`config.mk`:
```
export PLATFORM = sky130hd
export DESIGN_NAME = pipe_ex_mem_p
export DESIGN_NICKNAME = d
export VERILOG_FILES = /design/src/rtl/pipe_ex_mem_p.sv
export SDC_FILE = /design/constraint.sdc
export NUM_CORES = 1
export LEC_CHECK = 0
export ABC_AREA = 0
export CAP_MARGIN = 40
export CORE_MARGIN = 3
export CORE_UTILIZATION = 42
export DETAILED_ROUTE_END_ITERATION = 7
export DONT_BUFFER_PORTS = 1
export PLACE_DENSITY = 0.62
export SLEW_MARGIN = 20
export SYNTH_ARGS = -nofsm -noshare
export SYNTH_HDL_FRONTEND = slang
export SYNTH_SLANG_ARGS = --single-unit
```
`constraint.sdc`:
```
create_clock -name clk -period 1.8 [get_ports clk]
set_input_delay 0.36 -clock clk [delete_from_list [all_inputs] [get_ports clk]]
set_output_delay 0.36 -clock clk [all_outputs]
set_load 0.01 [all_outputs]
```
`src/rtl/pipe_ex_mem_p.sv`:
```
// pipe_ex_mem_p: EX/MEM pipeline register with stall, bubble and flush.
//
// Registers the EX-stage writeback request into the MEM stage and carries the
// multi-cycle accumulate state (acc_tmp/acc_cnt) back to EX.
//
// Priority on each rising clk edge:
//   reset_n low (async) > flush > bubble > hold > advance.
//   bubble  : stall[STAGE]=1, stall[STAGE+1]=0 -> mem_* cleared, acc state tracks EX
//   hold    : stall[STAGE]=1, stall[STAGE+1]=1 -> everything frozen
//   advance : stall[STAGE]=0                    -> mem_* <= ex_*, acc state cleared
//
// Ports:
//   clk, reset_n                       clock, async active-low reset
//   stall[STALL_W], flush              pipeline control
//   ex_valid/ex_waddr/ex_wen/ex_wdata  EX writeback request
//   ex_acc_tmp/ex_acc_cnt              EX accumulate progress
//   mem_valid/mem_waddr/mem_wen/mem_wdata  registered writeback request
//   acc_tmp_o/acc_cnt_o                accumulate state fed back to EX
//
// Optional feature (macro PIPE_EX_MEM_HILO_EN): adds ex_whilo/ex_hi/ex_lo
// inputs and mem_whilo/mem_hi/mem_lo registered outputs.

module pipe_ex_mem_p #(
    parameter int unsigned DATA_W  = 32,
    parameter int unsigned ADDR_W  = 5,
    parameter int unsigned STALL_W = 6,
    parameter int unsigned STAGE   = 3
) (
    input  logic                  clk,
    input  logic                  reset_n,
    input  logic [STALL_W-1:0]    stall,
    input  logic                  flush,
    input  logic                  ex_valid,
    input  logic [ADDR_W-1:0]     ex_waddr,
    input  logic                  ex_wen,
    input  logic [DATA_W-1:0]     ex_wdata,
`ifdef PIPE_EX_MEM_HILO_EN
    input  logic                  ex_whilo,
    input  logic [DATA_W-1:0]     ex_hi,
    input  logic [DATA_W-1:0]     ex_lo,
`endif
    input  logic [2*DATA_W-1:0]   ex_acc_tmp,
    input  logic [1:0]            ex_acc_cnt,
    output logic                  mem_valid,
    output logic [ADDR_W-1:0]     mem_waddr,
    output logic                  mem_wen,
    output logic [DATA_W-1:0]     mem_wdata,
`ifdef PIPE_EX_MEM_HILO_EN
    output logic                  mem_whilo,
    output logic [DATA_W-1:0]     mem_hi,
    output logic [DATA_W-1:0]     mem_lo,
`endif
    output logic [2*DATA_W-1:0]   acc_tmp_o,
    output logic [1:0]            acc_cnt_o
);

    localparam int unsigned ACC_W = 2 * DATA_W;

    logic                r_valid;
    logic [ADDR_W-1:0]   r_waddr;
    logic                r_wen;
    logic [DATA_W-1:0]   r_wdata;
`ifdef PIPE_EX_MEM_HILO_EN
    logic                r_whilo;
    logic [DATA_W-1:0]   r_hi;
    logic [DATA_W-1:0]   r_lo;
`endif
    logic [ACC_W-1:0]    r_acc_tmp;
    logic [1:0]          r_acc_cnt;

    // Only this stage's stall bit and the next stage's bit matter.
    logic w_stall_here;
    logic w_stall_next;

    assign w_stall_here = stall[STAGE];
    assign w_stall_next = stall[STAGE+1];

    // Single register bank with reset > flush > bubble > hold > advance priority.
    always_ff @(posedge clk or negedge reset_n) begin
        if (!reset_n) begin
            r_valid   <= 1'b0;
            r_waddr   <= '0;
            r_wen     <= 1'b0;
            r_wdata   <= '0;
`ifdef PIPE_EX_MEM_HILO_EN
            r_whilo   <= 1'b0;
            r_hi      <= '0;
            r_lo      <= '0;
`endif
            r_acc_tmp <= '0;
            r_acc_cnt <= '0;
        end else if (flush) begin
            // Abandons any in-progress accumulate as well.
            r_valid   <= 1'b0;
            r_waddr   <= '0;
            r_wen     <= 1'b0;
            r_wdata   <= '0;
`ifdef PIPE_EX_MEM_HILO_EN
            r_whilo   <= 1'b0;
            r_hi      <= '0;
            r_lo      <= '0;
`endif
            r_acc_tmp <= '0;
            r_acc_cnt <= '0;
        end else if (w_stall_here && !w_stall_next) begin
            // Bubble into MEM while the stalled EX keeps its accumulate progress.
            r_valid   <= 1'b0;
            r_waddr   <= '0;
            r_wen     <= 1'b0;
            r_wdata   <= '0;
`ifdef PIPE_EX_MEM_HILO_EN
            r_whilo   <= 1'b0;
            r_hi      <= '0;
            r_lo      <= '0;
`endif
            r_acc_tmp <= ex_acc_tmp;
            r_acc_cnt <= ex_acc_cnt;
        end else if (!w_stall_here) begin
            // Advance: accumulate is complete once EX moves on.
            r_valid   <= ex_valid;
            r_waddr   <= ex_waddr;
            r_wen     <= ex_wen;
            r_wdata   <= ex_wdata;
`ifdef PIPE_EX_MEM_HILO_EN
            r_whilo   <= ex_whilo;
            r_hi      <= ex_hi;
            r_lo      <= ex_lo;
`endif
            r_acc_tmp <= '0;
            r_acc_cnt <= '0;
        end
        // Remaining case (both stall bits set) holds every register.
    end

    assign mem_valid = r_valid;
    assign mem_waddr = r_waddr;
    assign mem_wen   = r_wen;
    assign mem_wdata = r_wdata;
`ifdef PIPE_EX_MEM_HILO_EN
    assign mem_whilo = r_whilo;
    assign mem_hi    = r_hi;
    assign mem_lo    = r_lo;
`endif
    assign acc_tmp_o = r_acc_tmp;
    assign acc_cnt_o = r_acc_cnt;

endmodule
```
==> key figures, run 1 <==
Run status
  – Outcome: complete, but fails checks
  – Failing checks: negative hold slack

Worst setup path
  – Crit path max fanout: 2
  – R2R setup slack: 0.97 ns
  – Worst path required time: 1.44 ns
  – Worst EP arrival: 0.81 ns
  – R2R cell count: 1
  – Worst R2R Start: mem_wen$_DFFE_PN0P_
  – Nature of the critical path startpoint: flip-flop
  – Critical path capture point type: output pin
  – Critical path class: reg2out
  – Worst r2r dst: mem_wen$_DFFE_PN0P_

Synth
  – Synth Instances: 367
  – Area contributors post-synth: dfrtp_1, mux2i_1, nor2_1, nand2b_1, a21oi_1
  – Syn Area/Cell: 11.8 um^2
  – Synth cell types: 13
  – Netlist Area Pre-Place: 4310 um^2
  – Synthesized flop and latch total: 105
  – Asr flop ratio synth: 100%
  – Syn nets: 481
  – Synth area leader: dfrtp_1
  – Post-synth EDFFs: 0
  – Ys Warns: 0
  – Area share of the largest cell type after synthesis: 60.9%
  – Most instantiated cells after synthesis: dfrtp_1, mux2i_1, nor2_1
  – Top-count cell post-synth: dfrtp_1
  – Seq/Total Area, Yosys: 60.9%
  – Ys flop type: dfrtp_1

Clock network
  – Clk sinks: 105
  – CTS max path bufs: 2
  – PostCTS Resize Cnt: 0
  – Root buf cell: clkbuf_8
  – Cts bufs inserted: 9
  – H-tree depth: 3
  – CTS tree: yes
  – Clk_lat worst skew: 0.35 ns
  – CTS clk-pin slew, worst paths: 0.10 ns
  – Post-CTS Setup Bufs: 0

GRT
  – Initial antenna violation count: 0
  – Gr ovfl total: 0
  – Pin count of the biggest net entering global routing: 106
  – GRT Total Usage: 15.8%
  – First-pass GRT wire length: 14.4 mm
  – Vias in the first global route: 2648

Drt
  – Post-route DRC: 0
  – Vias per cell: 5.38
  – Drt total wl: 9.29 mm
  – Antenna Nets Post-Route: 0
  – DR iter-0 viols: 256
  – Drt pass-1 iters: 4
  – DR WL/cell: 19.1 um
  – Vias post-DR: 2618

Timing
  – Final-report setup violation count: 0
  – Relative slew slack: 57.5%
  – Hold Vio Cnt, Final: 105
  – Final min period: 1.17 ns
  – Tcrit/Tclk final: 64.9%
  – Final hold slack: -0.305 ns
  – Fmax: 855 MHz
  – Final Max Tran Viols: 0
  – Setup TNS: 0 ns
  – Slew @ Worst Pin: 0.636 ns
  – Clock Skew: 0 ns
  – RSZ-0062 raised after global routing: false

Job
  – Max-Cap Viols: 0

Die
  – Num rows: 36
  – Die W: 107 um
  – Die Area: 11500 um^2
  – Starting Density: 43.7%
  – Core area: 9860 um^2
  – Ports: 219
  – Die Y: 107 um

Layout
  – Register area: 2630 um^2
  – Area Growth Syn to Fin: 4.55%
  – Final core occ: 45.7%
  – Fin nets: 463
  – Layout cell share with drive strength beyond 1: 5.37%
  – Filler cells: 894
  – Non-Filler Instances: 487
  – Number of diodes: 0
  – Area of the multi-input gates: 1500 um^2

Placement
  – Placer's final routability congestion estimate: 0.691
  – Cells after DPL: 471
  – Dpl hpwl: 6.20 mm
  – Number of buffers added on ports: 0

Power
  – Pwr dens: 930 nW/um^2
  – Final total power: 4.20 mW
  – Worst VDD drop: 0.398 mV
  – LEAKAGE: 2.16 nW

Worst hold path
  – Hold/Removal Path Class: in2async
[how the worst max path moves through the flow]
| stage | from | to | slack (ns) | cells past startpoint |
|---|---|---|---|---|
| 2_1_floorplan | stall[3] | mem_valid$_DFFE_PN0P_ | 0.67 | 4 |
| 3_3_place_gp | stall[3] | mem_valid$_DFFE_PN0P_ | 0.61 | 2 |
| 3_5_place_dp | stall[3] | mem_wen$_DFFE_PN0P_ | 0.58 | 2 |
| 4_1_cts | mem_wdata[17]$_DFFE_PN0P_ | mem_wdata[17] | 0.58 | 0 |
| 5_1_grt | mem_wdata[17]$_DFFE_PN0P_ | mem_wdata[17] | 0.58 | 0 |
| 6_report | mem_wdata[22]$_DFFE_PN0P_ | mem_wdata[22] | 0.63 | 0 |
[registers in the layout, summed over array words and instances, names as in the netlist]
register   flops
acc_cnt_o      2
acc_tmp_o     64
mem_valid      1
mem_waddr      5
mem_wdata     32
mem_wen        1
[stage by stage]
step / instance area [um^2] / setup slack, ns
after floorplan: 4310 / 0.669
after CTS: 4510 / 0.584
after global routing: 4510 / 0.576
after detailed placement: 4320 / 0.584
final: 4510 / 0.631
after global placement: 4320 / 0.606
[cells by family (layout without fill, tap and decap cells)]
kind of cell | Yosys count | after routing | synth area share [%]
simple gates | 127 | 127 | 13.7
compound gates | 39 | 39 | 5.68
flops | 105 | 105 | 60.9
mux | 66 | 66 | 15.3
buf+inv | 30 | 17 | 4.35
[final cells by class]
type / count / area share [%]
clock buffer: 10 / 3.05
clock inverter: 6 / 1.28
multi-input combinational: 232 / 33.3
sequential: 105 / 58.3
tap: 133 / 3.69
timing repair buffer: 1 / 0.444
[cell usage in the layout (no fill, tap or decap)]
cell type	count
nand2b_2	1
dfrtp_1	105
nor2_2	1
clkbuf_8	10
clkinv_2	4
bufinv_16	1
nor2_1	66
nand2b_1	29
nand3_1	29
a21oi_1	29
a32o_1	10
clkinvlp_4	1
mux2i_1	66
buf_12	1
nor2b_1	1
[report_power, final]
group | internal [mW] | switching [mW] | leakage (nW) | total (mW)
Combinational | 0.120 | 0.0861 | 0.633 | 0.206
Clock | 0.672 | 0.767 | 0.102 | 1.44
Sequential | 2.44 | 0.109 | 1.43 | 2.55
Total | 3.23 | 0.962 | 2.16 | 4.20
[routing by layer]
layer | vias to the layer above | part of all wire (%) | track usage (%)
met4 | 0 | 1.1 | 5.41
met5 | - | 0 | 0
met2 | 145 | 47 | 24.0
li1 | 1200 | - | -
met3 | 8 | 14 | 7.44
met1 | 1265 | 38 | 20.0
Note: power is estimated with default switching activity, not from simulation.
==> run 2: changes to the inputs <==
clock period = 1.1 ns   (was 1.8 ns; I/O delays follow)
==> key figures, run 2 (same netlist as run 1, synthesis figures left out) <==
Worst setup path
  – Critical path class: reg2out
  – Worst path required time: 0.88 ns
  – Worst R2R Start: mem_waddr[3]$_DFFE_PN0P_
  – CP Launch Point: mem_wdata[17]$_DFFE_PN0P_
  – Worst EP arrival: 0.81 ns
  – Crit path max fanout: 2
  – R2R cell count: 1
  – R2R setup slack: 0.28 ns
  – Nature of the critical path startpoint: flip-flop
  – Critical path capture point type: output pin
  – Worst r2r dst: mem_waddr[3]$_DFFE_PN0P_

Timing
  – Tcrit/Tclk final: 94.1%
  – Relative slew slack: 55.6%
  – Fmax: 966 MHz
  – Final min period: 1.03 ns
  – Final-report setup violation count: 0
  – Clock Skew: 0 ns
  – Hold Vio Cnt, Final: 111
  – Slew @ Worst Pin: 0.664 ns
  – Final Max Tran Viols: 0
  – RSZ-0062 raised after global routing: false
  – Final hold slack: -0.454 ns

Die
  – Die W: 107 um
  – Core area: 9860 um^2
  – Die Y: 107 um
  – Ports: 219
  – Die Area: 11500 um^2
  – Starting Density: 43.7%
  – Num rows: 36

Drt
  – M1 WL: 3.67 mm
  – Antenna Nets Post-Route: 0
  – Post-route DRC: 0
  – Vias per cell: 5.23
  – Met3 wire length: 1.21 mm
  – DR iter-0 viols: 194
  – Uppermost layer routed: met4
  – DR WL/cell: 18.3 um
  – Drt pass-1 iters: 4
  – Metal2 WL: 4.76 mm
  – Drt total wl: 9.75 mm
  – Vias post-DR: 2794

Power
  – Final total power: 7.40 mW
  – Worst VDD drop: 0.731 mV
  – LEAKAGE: 2.38 nW
  – Pwr dens: 1470 nW/um^2

Layout
  – Filler cells: 867
  – Fin nets: 510
  – Number of diodes: 0
  – Most frequent cells in the layout: dfrtp_1, mux2i_1, nor2_1
  – Area Growth Syn to Fin: 16.5%
  – Largest register FFs: 64
  – Layout cell share with drive strength beyond 1: 5.24%
  – Commonest non-fill, non-tap cell in the layout: dfrtp_1

Clock network
  – H-tree depth: 3
  – CTS max path bufs: 2
  – CTS tree: yes
  – CTS clk-pin slew, worst paths: 0.10 ns
  – Cts bufs inserted: 9
  – Root buf cell: clkbuf_8
  – Clk sinks: 105
  – Clk_lat worst skew: 0.34 ns

GRT
  – Pin count of the biggest net entering global routing: 106
  – GRT Total Usage: 16.2%
  – First-pass GRT wire length: 15.0 mm
  – Gr ovfl total: 0
  – Vias in the first global route: 2906
  – Initial antenna violation count: 0

Run status
  – Failing checks: negative hold slack
  – Outcome: complete, but fails checks

Placement
  – Dpl hpwl: 6.20 mm
  – Placer's final routability congestion estimate: 0.688
  – Number of buffers added on ports: 0

Worst hold path
  – Hold/Removal Path Class: in2async

Job
  – Max-Cap Viols: 0
run 2: worst max path at each step:
stage,slack (ns),to,cells past startpoint
floorplan,0.11,mem_valid$_DFFE_PN0P_,4
global placement,0.06,mem_valid$_DFFE_PN0P_,2
detailed placement,-0.02,mem_wdata[31]$_DFFE_PN0P_,2
CTS,0.02,mem_wdata[17],0
global route,0.02,mem_wdata[17],0
finish,0.07,mem_wdata[17],0
run 2: area by class of cell:
type                            instances  area (um^2)  area share, %
Clock buffer                           10          138           2.74
Clock inverter                          6         95.1           1.89
Multi-Input combinational cell        232         1500           29.9
Sequential cell                       105         2630           52.3
Tap cell                              133          166           3.31
Timing Repair Buffer                   48          498           9.91
run 2: repair_timing:
item	CTS	global route
hold buffers	33	13
buffers inserted	0	0
endpoints found under the hold margin	167	136
gates resized for setup	0	0
run 2: power by group:
group / leakage, nW / internal [mW] / switching (mW)
sequential: 1.43 / 4.00 / 0.179
clock: 0.118 / 1.37 / 1.35
combinational: 0.835 / 0.310 / 0.185
total: 2.38 / 5.68 / 1.71
run 2: routing by layer:
layer	vias to the layer above	GRT usage, %
met4	0	4.33
met2	147	25.7
li1	1294	-
met5	-	0
met3	9	7.92
met1	1344	19.7
run 2: per-stage QoR:
| stage | instance area (um^2) | setup slack [ns] | utilization, % | std cells | setup TNS (ns) |
|---|---|---|---|---|---|
| 6_report | 5030 | 0.0651 | 51.0 | 534 | 0 |
| 4_1_cts | 4890 | 0.0238 | 49.5 | 521 | 0 |
| 2_1_floorplan | 4310 | 0.109 | - | 367 | 0 |
| 5_1_grt | 5030 | 0.0172 | 51.0 | 534 | 0 |
| 3_5_place_dp | 4320 | -0.0172 | 43.8 | 472 | -0.0844 |
| 3_3_place_gp | 4320 | 0.0645 | 43.8 | 472 | 0 |
==> run 3: changes to the inputs <==
HOLD_SLACK_MARGIN = 0.06   (was not set)
==> key figures, run 3 (same netlist as run 1, synthesis figures left out) <==
Layout
  – Commonest non-fill, non-tap cell in the layout: dfrtp_1
  – Most frequent cells in the layout: dfrtp_1, dlygate4sd3_1, mux2i_1, nor2_1
  – Layout cell share with drive strength beyond 1: 4.72%
  – Filler cells: 811
  – Final core occ: 55.4%
  – Fin nets: 554
  – Number of diodes: 0
  – Area Growth Syn to Fin: 26.7%
  – Largest register FFs: 64

Drt
  – DR iter-0 viols: 243
  – Post-route DRC: 0
  – DR WL/cell: 18.0 um
  – Drt pass-1 iters: 4
  – Vias post-DR: 2980
  – Antenna Nets Post-Route: 0
  – Vias per cell: 5.16
  – Drt total wl: 10.4 mm

Worst setup path
  – R2R cell count: 2
  – Critical path capture point type: output pin
  – Worst setup path endpoint: mem_wdata[17]
  – Crit path max fanout: 2
  – Critical path class: reg2out
  – Worst R2R Start: acc_tmp_o[47]$_DFFE_PN0P_
  – Worst r2r dst: acc_tmp_o[47]$_DFFE_PN0P_
  – R2R setup slack: 0.28 ns
  – Worst EP arrival: 0.82 ns
  – CP Launch Point: mem_wdata[17]$_DFFE_PN0P_
  – Worst path required time: 0.88 ns
  – Nature of the critical path startpoint: flip-flop
  – CP Depth: 0

Timing
  – Final Max Tran Viols: 0
  – Final min period: 1.04 ns
  – Final-report setup violation count: 0
  – RSZ-0062 raised after global routing: false
  – Relative slew slack: 53.9%
  – Slew @ Worst Pin: 0.690 ns
  – Final hold slack: -0.452 ns
  – Hold Vio Cnt, Final: 111
  – Tcrit/Tclk final: 94.4%
  – Clock Skew: 0 ns
  – Final WS setup: 0.0617 ns
  – Fmax: 963 MHz

Power
  – Net Switching: 1.73 mW
  – Clk pwr share: 36.0%
  – Flop pwr share: 55.6%
  – Internal Pwr Total: 5.79 mW
  – Worst VDD drop: 0.746 mV
  – Pwr dens: 1380 nW/um^2
  – LEAKAGE: 2.56 nW
  – Sw Ratio: 23.0%
  – Logic pwr share: 8.4%

Clock network
  – Clk sinks: 105
  – CTS clk-pin slew, worst paths: 0.11 ns
  – Cts-stage hold buffer count: 76
  – CTS max path bufs: 2
  – Clk_lat worst skew: 0.34 ns
  – Root buf cell: clkbuf_8
  – Cts bufs inserted: 9
  – CTS tree: yes
  – H-tree depth: 3
  – Post-CTS Setup Bufs: 0
  – PostCTS Resize Cnt: 0

Die
  – Core area: 9860 um^2
  – Die W: 107 um
  – Die Area: 11500 um^2
  – Starting Density: 43.7%
  – Ports: 219
  – Die Y: 107 um
  – Num rows: 36

Placement
  – Placer's final routability congestion estimate: 0.688
  – Dpl hpwl: 6.20 mm
  – Setup Slack @ Placement: -0.0172 ns
  – Number of buffers added on ports: 0

GRT
  – GRT Total Usage: 17.4%
  – Vias in the first global route: 3119
  – First-pass GRT wire length: 16.1 mm
  – Gr ovfl total: 0
  – Initial antenna violation count: 0
  – Pin count of the biggest net entering global routing: 106

Run status
  – Outcome: complete, but fails checks
  – Failing checks: negative hold slack

Worst hold path
  – Hold/Removal Path Class: in2async

Job
  – Max-Cap Viols: 0
[run 3: changes by cell type in the layout (fill, tap and decap cells not counted), sizes merged]
cell	before	now
dlygate4sd3	45	89
[run 3: area by class of cell]
class,count,area [um^2],area share (%)
flip-flops and latches,105,2630,48.1
multi-input cells,232,1500,27.5
repair buffers,92,938,17.2
well taps,133,166,3.04
clock buffers,10,138,2.52
clock inverters,6,95.1,1.74
[run 3: worst min-delay path by stage]
stage	endpoint	slack (ns)	cells after the start
after floorplan	acc_cnt_o[0]$_DFFE_PN0P_	-0.08	0
after global placement	acc_tmp_o[23]$_DFFE_PN0P_	-0.07	0
after detailed placement	acc_tmp_o[24]$_DFFE_PN0P_	-0.07	0
after CTS	acc_tmp_o[21]$_DFFE_PN0P_	-0.48	0
after global routing	acc_tmp_o[23]$_DFFE_PN0P_	-0.49	0
final	acc_tmp_o[50]$_DFFE_PN0P_	-0.45	0
[run 3: through the flow]
| step | instances | instance area (um^2) | TNS, ns | power, mW |
|---|---|---|---|---|
| floorplan | 367 | 4310 | 0 | 4.65 |
| global placement | 472 | 4320 | 0 | 4.59 |
| detailed placement | 472 | 4320 | -0.0844 | 4.61 |
| CTS | 564 | 5320 | 0 | 7.57 |
| global route | 578 | 5470 | 0 | 7.86 |
| finish | 578 | 5470 | 0 | 7.52 |
[run 3: per-layer routing]
metal  up-vias  track usage [%]  wire length, um
met5         -                0                0
met4         0             4.15               99
met3         9             7.44             1140
met2       159             28.3             5180
met1      1434             21.7             4000
li1       1378                -                -
[run 3: power by group through the flow]
stage | combinational (mW) | clock, mW | sequential, mW
6_report | 0.633 | 2.71 | 4.18
5_1_grt | 0.701 | 2.96 | 4.20
4_1_cts | 0.569 | 2.82 | 4.18
3_5_place_dp | 0.349 | 0 | 4.26
3_3_place_gp | 0.332 | 0 | 4.25
2_1_floorplan | 0.435 | 0 | 4.22
